$ cat src/rtl/dtt_pkg.sv
// Shared types and helpers for the digital-to-time transmitter and its frame timing.
package dtt_pkg;

  typedef enum logic [1:0] {DTT_IDLE, DTT_ARMED, DTT_FIRED} dtt_state_t;

  function automatic int unsigned code_width(input int unsigned width);
    return width - 1;
  endfunction

  // Inverse of the receiver capture: flip the code MSB to get the in-frame count.
  function automatic logic [31:0] code_to_target(input logic [31:0] code,
                                                 input int unsigned code_w);
    return code ^ (32'd1 << (code_w - 1));
  endfunction

endpackage

$ cat src/rtl/dtt_edge_gen_frame_counter.sv
// Free-running down counter shared by transmitter and receiver; MSB is the capacitor-reset phase.
module frame_counter #(
  parameter int unsigned WIDTH = 9
) (
  input  logic             clk,
  input  logic             rst,
  output logic [WIDTH-1:0] count,
  output logic             phase
);

  always_ff @(posedge clk) begin
    if (rst) count <= '1;
    else     count <= count - WIDTH'(1);
  end

  assign phase = count[WIDTH-1];

endmodule

$ cat src/rtl/dtt_edge_gen.sv
// Digital-to-time transmitter: one edge per armed frame at the code's capture position.
// Optional DTT_REPEAT_EN: re-arm with the previous code when no fresh code is pending.
module dtt_edge_gen
  import dtt_pkg::*;
#(
  parameter  int unsigned WIDTH  = 9,
  localparam int unsigned CODE_W = code_width(WIDTH)
) (
  input  logic              clk,
  input  logic              rst,
  input  logic [CODE_W-1:0] code_in,
  input  logic              code_valid,
  output logic              code_ready,
  output logic              rst_cap,
  output logic              edge_out,
  output logic              done
);

  logic [WIDTH-1:0]  count;
  logic [WIDTH-1:0]  count_nx;
  logic              phase;
  dtt_state_t        state, state_nx;
  logic [CODE_W-1:0] pending_code, active_code, active_nx;
  logic [CODE_W-1:0] target, target_nx;
  logic              pending_valid, pend_take;
  logic              have_code, have_nx;
  logic              meas_start, wrap;

  frame_counter #(.WIDTH(WIDTH)) u_cnt (
    .clk   (clk),
    .rst   (rst),
    .count (count),
    .phase (phase)
  );

  // Arming and edge decisions look one count ahead so edge_out can be registered.
  assign count_nx   = count - WIDTH'(1);
  assign meas_start = (count_nx == {1'b0, {CODE_W{1'b1}}});
  assign wrap       = (count == '0);
  assign target     = CODE_W'(code_to_target(32'(active_code), CODE_W));
  assign target_nx  = CODE_W'(code_to_target(32'(active_nx), CODE_W));

  always_comb begin
    state_nx  = state;
    active_nx = active_code;
    have_nx   = have_code;
    pend_take = 1'b0;
    if (wrap) begin
      state_nx = DTT_IDLE;
    end else if (meas_start) begin
      if (pending_valid) begin
        state_nx  = DTT_ARMED;
        active_nx = pending_code;
        have_nx   = 1'b1;
        pend_take = 1'b1;
      end
`ifdef DTT_REPEAT_EN
      else if (have_code) begin
        state_nx = DTT_ARMED;
      end
`endif
      else begin
        state_nx = DTT_IDLE;
      end
    end else if (state == DTT_ARMED && !phase && count[CODE_W-1:0] == target) begin
      state_nx = DTT_FIRED;
    end
  end

  always_ff @(posedge clk) begin
    if (rst) begin
      state         <= DTT_IDLE;
      pending_code  <= '0;
      pending_valid <= 1'b0;
      active_code   <= '0;
      have_code     <= 1'b0;
      edge_out      <= 1'b0;
      done          <= 1'b0;
    end else begin
      state       <= state_nx;
      active_code <= active_nx;
      have_code   <= have_nx;
      if (code_valid && code_ready) begin
        pending_code  <= code_in;
        pending_valid <= 1'b1;
      end else if (pend_take) begin
        pending_valid <= 1'b0;
      end
      edge_out <= !count_nx[WIDTH-1] && (state_nx != DTT_IDLE) &&
                  (count_nx[CODE_W-1:0] <= target_nx);
      // Every armed frame reaches its target before the wrap, so ARMED here means fired.
      done     <= wrap && (state != DTT_IDLE);
    end
  end

  assign code_ready = !pending_valid;
  assign rst_cap    = phase;

endmodule

$ cat config.mk
export PLATFORM = sky130hd
export DESIGN_NAME = dtt_edge_gen
export DESIGN_NICKNAME = d
export VERILOG_FILES = /design/src/rtl/dtt_pkg.sv /design/src/rtl/dtt_edge_gen_frame_counter.sv /design/src/rtl/dtt_edge_gen.sv
export SDC_FILE = /design/constraint.sdc
export NUM_CORES = 1
export LEC_CHECK = 0
export CAP_MARGIN = 20
export CELL_PAD_IN_SITES_DETAIL_PLACEMENT = 0
export CELL_PAD_IN_SITES_GLOBAL_PLACEMENT = 2
export CORE_ASPECT_RATIO = 0.5
export CORE_MARGIN = 2
export CORE_UTILIZATION = 31
export CTS_CLUSTER_DIAMETER = 80
export DETAILED_ROUTE_END_ITERATION = 10
export GPL_TIMING_DRIVEN = 0
export PLACE_DENSITY = 0.8
export SLEW_MARGIN = 20
export SYNTH_ARGS = -nofsm -noshare
export SYNTH_HDL_FRONTEND = slang
export SYNTH_SLANG_ARGS = --single-unit
export TNS_END_PERCENT = 1
$ cat constraint.sdc
create_clock -name clk -period 2.4 [get_ports clk]
set_input_delay 0.48 -clock clk [delete_from_list [all_inputs] [get_ports clk]]
set_output_delay 0.48 -clock clk [all_outputs]
set_load 0.03 [all_outputs]
==> flow_summary_export.csv <==
group,metric,value,unit
run_status,status,"finished with violations",
run_status,violations,"negative setup slack",
synth,synthesis.nets,177,
pwr,internal_power,0.7817,mW
timing,setup_tns,-0.3748,ns
die,dieArea,0.005369,mm^2
global_routing,grt_pass1_vias,1115,
synth,ys_types,34,
timing,fin_crit_sh,1.156,
routing,via_count,1121,
synth,synthArstFlopShare,0,
pwr,total_power,1.035,mW
routing,ant_nets,0,
routing,vias_per_cell,4.466,
timing,drv_slew,0,
pwr,p_leak,0.7317,nW
critical_path,end_kind,"flop",
clock_tree,cts_root_buffer,"clkbuf_8",
synth,synth_compound_area_frac,0.08129,
clock_tree,clk_pin_slew,0.07,ns
synth,synth_warnings,0,
critical_path,crit_type,"reg -> reg",
global_routing,grt_pass1_wl,5319,um
synth,muxShareOfSynthArea,0.06097,
final_layout,final_cells,251,
timing,period_needed,2.775,ns
pwr,combinationalPowerShare,0.079,
final_layout,mostFrequentLayoutCells,"25 x dfxtp_1, 19 x nand2_1, 14 x clkdlybuf4s50_1",
die,num_rows,17,
timing,setup_viol,1,
die,initial_core_util,0.3292,
clock_tree,cts_tree,"yes",
die,die_y,52.82,um
pwr,p_switching,0.2529,mW
pwr,vdd_drop_max,0.0001889,V
die,coreArea,0.004488,mm^2
synth,syn_area_per_cell,9.412,um^2
timing,hold_slack,0.4649,ns
clock_tree,ctsLongestPathBuffers,2,
synth,synth_edf_count,0,
routing,firstDrtPassIters,4,
timing,worstMarginPinSlew,0.6159,ns
timing,setup_slack,-0.3748,ns
critical_path,cp.required,2.57,ns
pwr,powerDensity,543.3,mW/mm^2
synth,synthAdderAreaFrac,0.07621,
routing,drc,0,
final_layout,area_growth,28.87,%
synth,ys_seq_area_frac,0.4064,
timing,fmax,360.4,MHz
synth,synth-main-ff-cell,"dfxtp_1",
placement,dp_hpwl,2355,um
synth,synth_top_cell_by_area,"dfxtp_1",
placement,dp_slack,-0.5745,ns
critical_path,cp.arrival,2.95,ns
timing,slew_headroom,0.5894,
min_path,hold_path.class,"reg -> reg",
synth,yosys.area.top_type_share,0.4064,
global_routing,overflow,0,
global_routing,grt_start_max_net_pins,11,
pwr,clockPowerShare,0.412,
placement,dp_cells,237,
routing,totalWireLength,3246,um
synth,synth_cells,157,
die,ios,15,
final_layout,diodes,0,
final_layout,drive_gt1_frac,0.2162,
global_routing,grt_usage,0.1369,
routing,avgRoutedWirePerCell,12.93,um
final_layout,final_nets,204,
global_routing,antenna_found_initial,0,
clock_tree,cts_max_level,2,
synth,synthSimpleGateAreaFrac,0.2557,
timing,rsz0062_at_grt,"yes",
final_layout,final_common_cell,"dfxtp_1",
final_layout,fillers,447,
synth,synth_top_family_by_area,"simple AND/OR/NAND/NOR gates",
run,drv_cap,0,
die,die-width,101.6,um
synth,synth_area_leaders,"dfxtp_1 41%, ha_1 7.6%, xnor2_1 5.3%",
timing,hold_viol,0,
pwr,p_sw_frac,0.2444,
timing,finClkSkew,0.006550,ns
clock_tree,cts_buffers,5,
critical_path,start_kind,"flop",
synth,synth_seq_cells,30,
clock_tree,insertion_delay,0.28,ns
synth,syn_area,0.001478,mm^2
placement,port_buffers,14,
pwr,p_seq_frac,0.509,
critical_path,cp_max_fo,5,
routing,first_iter_violations,36,
placement,gp_congestion,0.7868,
synth,synth_xor_area_frac,0.08891,
clock_tree,cts_sinks,30,
## cell families (layout without fill, tap and decap cells)
kind of cell    Yosys count  after routing
compound gates           20             20
xor+xnor                 15             15
fa+ha+maj                 9              9
buf+inv                  10             38
flops                    30             30
mux                       8              8
simple gates             65             65
## repair_timing
item                       in CTS  in global routing
setup endpoints to repair       1                  1
gates resized for setup         5                  4
hold endpoints to repair        0                  0
hold buffers                    0                  0
buffers inserted                5                  1
pin swaps                       5                  2
## worst paths after layout
path / depth (start not counted) / to / slack, ns / startpoint
min: 2 / pending_code[6] / 0.46 / pending_code[6]
max: 10 / edge_out / -0.37 / u_cnt.count[1]
min reg2reg: 2 / pending_code[6] / 0.46 / pending_code[6]
max reg2reg: 10 / edge_out / -0.37 / u_cnt.count[1]
## metal layers
layer	up-vias	share of wire	wire length [um]	GRT usage
li1	596	-	-	-
met1	503	0.58	1876	0.1957
met2	20	0.37	1189	0.1809
met3	2	0.047	152	0.04133
met4	0	0.0083	27	0.06982
met5	-	0	0	0
## cell usage after synthesis, types with 3 or more instances
cell type and instances:
a21oi_1 13, clkbuf_1 3, dfxtp_1 30, ha_1 9, inv_1 5, mux2i_1 6
nand2_1 19, nand2b_1 5, nand4_1 4, nor2_1 10, nor2b_1 4, nor3_1 3
nor4_1 3, or2_2 6, xnor2_1 9, xor2_1 6
## worst max-delay path: stages (launching register included)
cell and delay, ns:
dfxtp_2 0.35, or4b_4 0.55, nor4_4 0.34, o21ai_4 0.12, buf_12 0.15, mux2_4 0.31, ha_4 0.27, nand4_1 0.15
a21oi_2 0.16, o22ai_2 0.09, and3b_1 0.18
## final cells by class
class                      count  area [um^2]  share of cell area
multi-input combinational    117        874.6              0.4593
sequential                    30        609.3              0.3200
timing repair buffer          20        197.7              0.1038
clock buffer                   6        82.58             0.04336
tap                           66        82.58             0.04336
buffer                         5        26.28             0.01380
inverter                       5        18.77            0.009855
clock inverter                 2        12.51            0.006570
## state kept, by name (all words and copies together) (netlist names)
signal and cells:
edge_out 1, pending_code 8, done 1, pending_valid 1, state 2, u_cnt.count 9
active_code 8
## power groups by stage
| stage | registers, mW | logic [mW] | clock network (mW) |
|---|---|---|---|
| finish | 0.526 | 0.0815 | 0.427 |
| global route | 0.528 | 0.0936 | 0.462 |
| detailed placement | 0.536 | 0.0813 | 0 |
| global placement | 0.535 | 0.0800 | 0 |
| floorplan | 0.532 | 0.0492 | 0 |
| CTS | 0.525 | 0.0824 | 0.437 |
## stage by stage
stage          area, um^2    util
2_1_floorplan        1498       -
3_5_place_dp         1720  0.3833
4_1_cts              1881  0.4190
5_1_grt              1904  0.4243
6_report             1904  0.4243
3_3_place_gp         1720  0.3833
Note: power is estimated with default switching activity, not from simulation.
